<file path="config.mk">
export PLATFORM = sky130hd
export DESIGN_NAME = dmem_ctrl
export DESIGN_NICKNAME = d
export VERILOG_FILES = /design/src/rtl/dmem_ctrl.sv
export SDC_FILE = /design/constraint.sdc
export NUM_CORES = 1
export LEC_CHECK = 0
export CAP_MARGIN = 30
export CORE_ASPECT_RATIO = 2
export CORE_UTILIZATION = 45
export DETAILED_ROUTE_END_ITERATION = 10
export PLACE_DENSITY = 0.69
export SYNTH_ARGS = -nofsm -noshare
export SYNTH_HDL_FRONTEND = slang
export SYNTH_SLANG_ARGS = --single-unit
</file>
<file path="constraint.sdc">
create_clock -name clk -period 5.8 [get_ports clk]
set_input_delay 1.16 -clock clk [delete_from_list [all_inputs] [get_ports clk]]
set_output_delay 1.16 -clock clk [all_outputs]
set_load 0.005 [all_outputs]
</file>
<file path="src/rtl/dmem_ctrl.sv">
// Data-memory initiator: turns one CPU load/store at a time into byte-lane
// accesses on four byteram lanes, splitting lane-crossing accesses into two
// word beats and returning rotated, zero- or sign-extended load data.
// Ports:
//   clk, reset_n                 clock, asynchronous active-low reset
//   req_valid/req_ready          request handshake (ready only when idle)
//   req_we/size/signed/addr/wdata request payload
//   rsp_valid/rsp_rdata/rsp_err  one-cycle completion pulse with load data
//   mem_addr/we/be/wdata         shared word address, write enable, lane enables
//   mem_rdata                    concatenated lane read data (combinational)
module dmem_ctrl #(
  parameter int unsigned AW = 11
) (
  input  logic          clk,
  input  logic          reset_n,
  input  logic          req_valid,
  output logic          req_ready,
  input  logic          req_we,
  input  logic [1:0]    req_size,
  input  logic          req_signed,
  input  logic [AW-1:0] req_addr,
  input  logic [31:0]   req_wdata,
  output logic          rsp_valid,
  output logic [31:0]   rsp_rdata,
  output logic          rsp_err,
  output logic [AW-1:0] mem_addr,
  output logic          mem_we,
  output logic [3:0]    mem_be,
  output logic [31:0]   mem_wdata,
  input  logic [31:0]   mem_rdata
);

  localparam int unsigned DW = 32;
  localparam int unsigned WW = AW - 2;

  typedef enum logic [1:0] {
    IDLE  = 2'd0,
    BEAT0 = 2'd1,
    BEAT1 = 2'd2,
    RESP  = 2'd3
  } state_e;

  // Lane mask over two consecutive words: bits [3:0] first word, [6:4] second.
  function automatic logic [6:0] lane_mask(input logic [1:0] size, input logic [1:0] off);
    logic [6:0] base;
    case (size)
      2'b00:   base = 7'b000_0001;
      2'b01:   base = 7'b000_0011;
      default: base = 7'b000_1111;
    endcase
    return base << off;
  endfunction

  function automatic logic [DW-1:0] rotl8(input logic [DW-1:0] w, input logic [1:0] off);
    logic [5:0] sh;
    sh = {1'b0, off, 3'b000};
    return (w << sh) | (w >> (6'd32 - sh));
  endfunction

  function automatic logic [DW-1:0] rotr8(input logic [DW-1:0] w, input logic [1:0] off);
    logic [5:0] sh;
    sh = {1'b0, off, 3'b000};
    return (w >> sh) | (w << (6'd32 - sh));
  endfunction

  function automatic logic [DW-1:0] extend(input logic [DW-1:0] w, input logic [1:0] size,
                                           input logic sgn);
    case (size)
      2'b00:   return {{24{sgn & w[7]}}, w[7:0]};
      2'b01:   return {{16{sgn & w[15]}}, w[15:0]};
      default: return w;
    endcase
  endfunction

  state_e        state_q, state_d;
  logic          ready_q, ready_d;
  logic          rsp_valid_q, rsp_valid_d;
  logic [DW-1:0] rsp_rdata_q, rsp_rdata_d;
  logic          rsp_err_q, rsp_err_d;
  logic [AW-1:0] mem_addr_q, mem_addr_d;
  logic          mem_we_q, mem_we_d;
  logic [3:0]    mem_be_q, mem_be_d;
  logic [DW-1:0] mem_wdata_q, mem_wdata_d;
  logic          we_q, we_d;
  logic [1:0]    size_q, size_d;
  logic          signed_q, signed_d;
  logic [AW-1:0] addr_q, addr_d;
  logic [DW-1:0] rbuf_q, rbuf_d;

  logic [6:0]    mask;
  logic [DW-1:0] rmerge;
  logic [WW-1:0] word_nxt;

  // Next-state and next-output logic.
  always_comb begin
    state_d     = state_q;
    rsp_valid_d = 1'b0;
    rsp_rdata_d = '0;
    rsp_err_d   = 1'b0;
    mem_addr_d  = mem_addr_q;
    mem_we_d    = mem_we_q;
    mem_be_d    = mem_be_q;
    mem_wdata_d = mem_wdata_q;
    we_d        = we_q;
    size_d      = size_q;
    signed_d    = signed_q;
    addr_d      = addr_q;
    rbuf_d      = rbuf_q;

    // In IDLE the mask is for the incoming request, otherwise for the captured one.
    mask = (state_q == IDLE) ? lane_mask(req_size, req_addr[1:0])
                             : lane_mask(size_q, addr_q[1:0]);

    // Enabled lanes take fresh read data; the two beats never enable the same lane.
    for (int i = 0; i < 4; i++) begin
      rmerge[8*i +: 8] = mem_be_q[i] ? mem_rdata[8*i +: 8] : rbuf_q[8*i +: 8];
    end

    word_nxt = addr_q[AW-1:2] + WW'(1);

    case (state_q)
      IDLE: begin
        if (req_valid) begin
          we_d     = req_we;
          size_d   = req_size;
          signed_d = req_signed;
          addr_d   = req_addr;
          rbuf_d   = '0;
          if (req_size == 2'b11) begin
            state_d     = RESP;
            rsp_valid_d = 1'b1;
            rsp_err_d   = 1'b1;
          end else begin
            state_d     = BEAT0;
            mem_addr_d  = {req_addr[AW-1:2], 2'b00};
            mem_be_d    = mask[3:0];
            mem_we_d    = req_we;
            mem_wdata_d = rotl8(req_wdata, req_addr[1:0]);
          end
        end
      end
      BEAT0, BEAT1: begin
        if (!we_q) rbuf_d = rmerge;
        if (state_q == BEAT0 && mask[6:4] != 3'b000) begin
          state_d    = BEAT1;
          mem_addr_d = {word_nxt, 2'b00};
          mem_be_d   = {1'b0, mask[6:4]};
        end else begin
          state_d     = RESP;
          mem_addr_d  = '0;
          mem_be_d    = '0;
          mem_we_d    = 1'b0;
          mem_wdata_d = '0;
          rsp_valid_d = 1'b1;
          rsp_rdata_d = we_q ? '0 : extend(rotr8(rmerge, addr_q[1:0]), size_q, signed_q);
        end
      end
      RESP: begin
        state_d = IDLE;
      end
      default: begin
        state_d = IDLE;
      end
    endcase

    ready_d = (state_d == IDLE);
  end

  // State and output registers.
  always_ff @(posedge clk or negedge reset_n) begin
    if (!reset_n) begin
      state_q     <= IDLE;
      ready_q     <= 1'b1;
      rsp_valid_q <= 1'b0;
      rsp_rdata_q <= '0;
      rsp_err_q   <= 1'b0;
      mem_addr_q  <= '0;
      mem_we_q    <= 1'b0;
      mem_be_q    <= '0;
      mem_wdata_q <= '0;
      we_q        <= 1'b0;
      size_q      <= '0;
      signed_q    <= 1'b0;
      addr_q      <= '0;
      rbuf_q      <= '0;
    end else begin
      state_q     <= state_d;
      ready_q     <= ready_d;
      rsp_valid_q <= rsp_valid_d;
      rsp_rdata_q <= rsp_rdata_d;
      rsp_err_q   <= rsp_err_d;
      mem_addr_q  <= mem_addr_d;
      mem_we_q    <= mem_we_d;
      mem_be_q    <= mem_be_d;
      mem_wdata_q <= mem_wdata_d;
      we_q        <= we_d;
      size_q      <= size_d;
      signed_q    <= signed_d;
      addr_q      <= addr_d;
      rbuf_q      <= rbuf_d;
    end
  end

  assign req_ready = ready_q;
  assign rsp_valid = rsp_valid_q;
  assign rsp_rdata = rsp_rdata_q;
  assign rsp_err   = rsp_err_q;
  assign mem_addr  = mem_addr_q;
  assign mem_we    = mem_we_q;
  assign mem_be    = mem_be_q;
  assign mem_wdata = mem_wdata_q;

endmodule
</file>
After elaboration in Yosys (flattened, before gate mapping)
Cells that the tools add are included.
- bits in registers: 132
- input bits: 82
- output and inout port bits: 83
- logic and storage cells: 88
- add/subtract/negate cells: 3
- eq/ne operators: 10
- shift operators: 6
- multiplexer cells: 39
- bitwise operators: 4
- reduce and logical (&&, ||, !) cells: 12
- operators by type and width (cell ; count):
    32-bit 2-to-1 mux ; 8
    32-bit one-hot mux with 2 select lines ; 3
    32-bit OR ; 2
    11-bit 2-to-1 mux ; 3
    8-bit 2-to-1 mux ; 4
    32-bit by 5-bit left shift with 32-bit output ; 1
    32-bit by 6-bit left shift with 32-bit output ; 1
    32-bit by 5-bit >> shifter with 32-bit output ; 1
    32-bit by 6-bit >> shifter with 32-bit output ; 1
    4-bit one-hot mux with 2 select lines ; 3
    11-bit one-hot mux with 2 select lines ; 1
    7-bit by 2-bit left shift with 7-bit output ; 2
    6-bit by 5-bit subtractor with 6-bit output, first input constant ; 2
    9-bit by 1-bit adder with 9-bit output, second input constant ; 1
    2-bit logical NOT ; 4
    1-bit 2-to-1 mux ; 8
    4-bit 2-to-1 mux ; 2
    2-bit != test, second input constant ; 4
    7-bit 2-to-1 mux ; 1
    2-bit by 1-bit == test with 1-bit output, second input constant ; 3
    2-bit == test, second input constant ; 3
    2-bit one-hot mux with 3 select lines ; 1
    3-bit AND reduction ; 2
    2-bit 2-to-1 mux ; 2
    other kinds (9) ; 11

Depth between registers and ports, before layout
- depth after elaboration: 9
- mapped depth: 11

Least setup slack after synthesis
OpenSTA, ideal clock, no wires.
- path type: in2reg
- start point: in req_addr[1]
- end point: reg mem_wdata_q[26], in the netlist mem_wdata[26]
- data arrival time: 3164 ps
- data required time: 5722 ps
- slack: 2557 ps
- stages: 9
- buffers on the path: 3
- cells stage by stage: buf_2 > inv_2 > buf_1 > ha_1 > or2_2 > a21oi_1 > buf_2 > a222oi_1 > o2bb2ai_1
- word-level cells in the longest chain between the ends: 6
- RTL lines (element ; RTL line ; text):
    from (decl) ; 21 ; input logic [AW-1:0] req_addr,
    6-bit by 5-bit subtractor with 6-bit output or 7-bit by 2-bit left shift with 7-bit output (tied branches) ; 57, 51 ;
    32-bit by 6-bit >> shifter with 32-bit output or 7-bit 2-to-1 mux (tied branches) ; 57, 111 ;
    32-bit OR or 3-bit nonzero test (tied branches) ; 57, 144 ;
    32-bit 2-to-1 mux or 1-bit logical AND (tied branches) ; 129, 144 ;
    32-bit 2-to-1 mux or 2-bit != test (tied branches) ; - ;
    32-bit one-hot mux with 2 select lines or 4-bit AND reduction (tied branches) ; - ;
    to (signal assigned) ; 195 ; mem_wdata_q <= mem_wdata_d;
    to (decl) ; 83 ; logic [DW-1:0] mem_wdata_q, mem_wdata_d;
Parallel ways exist; a longest one is shown, timed or not. The select of a mux whose other input is x is not followed.
A chain may end at the register's enable or synchronous reset.

Final worst setup path
- start point: in req_addr[0]
- end point: reg mem_wdata_q[24], in the netlist mem_wdata[24]
The elaborated chain is that of the path after synthesis.

==> impl_metrics.tcl <==
set metrics [dict create \
    outcome "finished clean" \
    layout-area-overhead-vs-synth_pct 31.0 \
    detail_route.drc_violations 0 \
    clkLatencyLatePin_ns 0.42 \
    post_placement_cell_count 1109 \
    synth-edff-count 0 \
    internal_power_mw 3.30 \
    gp_congestion 0.989 \
    numPortBuffers 162 \
    ys_warn_count 0 \
    finalHoldWorstSlack_ns 0.476 \
    antenna_cells_inserted 0 \
    viasPerCell 6.11 \
    synth_adder_area_share 0.00988 \
    clock_skew_ns 0.0126 \
    maxUsedRoutingLayer "met4" \
    met3_length_um 1200 \
    die_h_um 186 \
    post_synth_xor_area_fraction 0.00807 \
    final_max_slew_viol_count 0 \
    worst_setup_path_start_kind "input pin" \
    numCtsBuffers 17 \
    max-slew-margin-rel 0.348 \
    globalRoute.totalOverflow 0 \
    post-route-util 0.609 \
    synthCells 799 \
    synth_simple_gate_area_frac 0.114 \
    cts_max_level 4 \
    drt_wl_cell_um 22.4 \
    max-cap-violations 0 \
    post_synth_mux_area_share 0.135 \
    synth-compound-area-share 0.253 \
    drt_wl_total_um 25500 \
    synthFlopType "dfrtp_1" \
    switching_share 0.437 \
    detailed_place.area_um2 9290 \
    final_period_minus_worst_setup_slack_ns 4.23 \
    detailed_route_wire_length_on_metal_1_um 8530 \
    die-width_um 93.9 \
    drt-pass1-iter-count 10 \
    totalNegativeSetupSlack_ns 0 \
    hold_path_class "flip-flop to flip-flop" \
    powerDensity_nw_per_um2 589 \
    routed-wl-met2_um 14200 \
    report.final.setup_viol 0 \
    synth_async_sr_flop_share 1.00 \
    dieArea_um2 17400 \
    post_layout_nonfiller_instances 1141 \
    synth_top_family_by_area "compound AO/OA/AOI/OAI gates" \
    cts_tree "done" \
    fp-row-count 66 \
    setup_crit_end_kind "flip-flop" \
    achievable-frequency_mhz 236 \
    postCtsHoldBufs 0 \
    cts.root.buffer_cell "clkbuf_16" \
    setup.worst_path.class "input pin to flip-flop" \
    data_arrival_time_of_the_critical_path_ns 4.52 \
    post-place-ws_ns 1.15 \
    clockBufferDepth 2 \
    post-cts-setup-buffer-count 0 \
    number_of_antenna_violations_at_the_first_check_in_global_routing 0 \
    clockPowerShare 0.208 \
    critical_path_required_ns 6.09 \
    sequential_share_of_power 0.252 \
    sequential_to_total_area_share_from_yosys_stat 0.428 \
    post-route-period-util 0.730 \
    comb_power_share 0.540 \
    core-area_um2 16400 \
    floorplan.initialDensity 0.465 \
    grt_pass1_vias 6948 \
    initialDrtViolationCount 429 \
    total_switching_power_mw 2.57 \
    number_of_nets_at_the_end_of_the_flow 1012 \
    post_route_cells_drive_above_1_share 0.121 \
    fillCellCount 1418 \
    worst_pin_slew_ns 0.978 \
    wire_length_of_the_first_global_routing_pass_um 39200 \
    power.ir.vdd_worst_v 0.000360 \
    clock_sinks 130 \
    synthesis.area_um2 7600 \
    drt.antenna.violating_nets 0 \
    final.setup.worst_slack_ns 1.57 \
    postCtsResizedCells 0 \
    critPathMaxFanout 43 \
    syn-mean-instance-area_um2 9.51 \
    final_area_um2 9960 \
    pin_count_of_the_biggest_net_entering_global_routing 90 \
    cts.reportedPaths.clkPinSlew_ns 0.06 \
    unrepaired_setup_endpoints_after_global_routing "false" \
    hold_viol 0 \
    ios 165 \
    dp_hpwl_um 18200 \
    num_vias 6970 \
    track_usage 0.307 \
    synth.ff_latch_count 130 \
    power_leakage_nw 4.16 \
    yosys.cell_types.count 55 \
    totalPowerFinal_mw 5.86 \
]
## per-layer routing
metal | GRT usage | up-vias
met5 | 0 | -
met4 | 0.208 | 0
met2 | 0.564 | 300
li1 | - | 3226
met3 | 0.0543 | 68
met1 | 0.305 | 3376
## power by group through the flow
stage	Sequential (mW)	Combinational, mW	Clock (mW)
after CTS	1.48	3.12	1.23
after floorplan	1.40	2.08	0
final	1.48	3.17	1.22
after global routing	1.52	3.43	1.27
after global placement	1.49	3.01	0
after detailed placement	1.49	3.11	0
## synthesized netlist by cell type, types with 2 or more instances
library cell	instances	share of area
buf_6	4	0.0059
nand2_1	91	0.045
a22oi_1	8	0.0079
o221ai_1	7	0.0081
inv_1	12	0.0059
dfrtp_1	129	0.42
nor2b_1	3	0.0025
a222oi_1	8	0.011
or2_2	3	0.0025
a211oi_2	3	0.0049
a22o_1	32	0.037
or3_1	3	0.0025
o22ai_1	7	0.0058
a21oi_1	42	0.028
o31ai_1	17	0.017
o21ai_0	48	0.032
o211ai_1	4	0.0040
buf_4	3	0.0030
a32o_1	3	0.0040
nand4_1	5	0.0041
a31oi_1	4	0.0033
inv_2	2	0.00099
buf_1	10	0.0049
nor2_1	71	0.035
nand3_1	16	0.011
o32ai_1	7	0.0081
a221oi_1	16	0.018
mux2_2	50	0.074
buf_2	19	0.013
ha_1	6	0.0099
clkbuf_1	37	0.018
o2bb2ai_1	11	0.013
a211oi_1	37	0.037
mux2i_1	42	0.055
a221o_1	3	0.0040
mux2_4	2	0.0040
nor3_1	7	0.0046
xnor2_1	6	0.0069
a211o_1	3	0.0035
or2_1	2	0.0016
and3_1	2	0.0016
## cells in the final DEF (no fill, tap or decap), drive strengths merged, types with 5 or more instances in the layout
cell and n:
bufinv 6, nor2 71, o31ai 17, xnor2 6, clkdlybuf4s50 161, nand2 91, a21oi 42, clkinv 5
o221ai 7, ha 6, clkbuf 18, nor3 7, a211oi 40, a221oi 16, dfrtp 129, a22o 32
nand3 16, mux2 52, inv 14, or2 5, a222oi 8, o21ai 49, buf 17, o2bb2ai 11
a22oi 8, o22ai 7, o32ai 7, a31oi 5, mux2i 43, nand4 5
## flip-flops by register name (all words and copies together), names as in the netlist, 2 cells and up
register	cells
addr_q	11
mem_addr	9
mem_be	4
mem_wdata	32
rbuf_q	32
rsp_rdata	32
size_q	2
state_q	2
## layout make-up
cell class,count,area (µm²),area share
Clock buffer,18,429,0.0431
Tap cell,204,255,0.0256
Inverter,15,56.3,0.00565
Clock inverter,14,238,0.0239
Timing Repair Buffer,178,1770,0.178
Sequential cell,130,3250,0.327
Multi-Input combinational cell,582,3960,0.397
## cell families after synthesis
kind of cell | after synthesis
mux | 95
xor+xnor | 7
buf+inv | 88
fa+ha+maj | 6
flops | 130
simple gates | 207
compound gates | 265
other cells | 1
## critical path, stage by stage
cell and delay, ns:
clkdlybuf4s50_1 0.45, buf_4 0.39, inv_1 0.43, ha_1 1.01, or2_2 0.29, a21oi_1 0.07, buf_4 0.22, a222oi_1 0.37
o2bb2ai_1 0.11
## path summary, 6_finish.rpt
path                                  start             to  slack (ns)  cells after the start
worst min register to register   rbuf_q[21]     rbuf_q[21]        0.48                      2
worst min-delay path             rbuf_q[21]     rbuf_q[21]        0.48                      2
min in group asynchronous           reset_n      addr_q[7]        0.79                      1
worst max register to register    addr_q[0]  rsp_rdata[18]        2.69                      8
worst max-delay path            req_addr[0]  mem_wdata[24]        1.57                      9
max in group asynchronous           reset_n  rsp_rdata[24]        3.87                      2
Note: power is estimated with default switching activity, not from simulation.
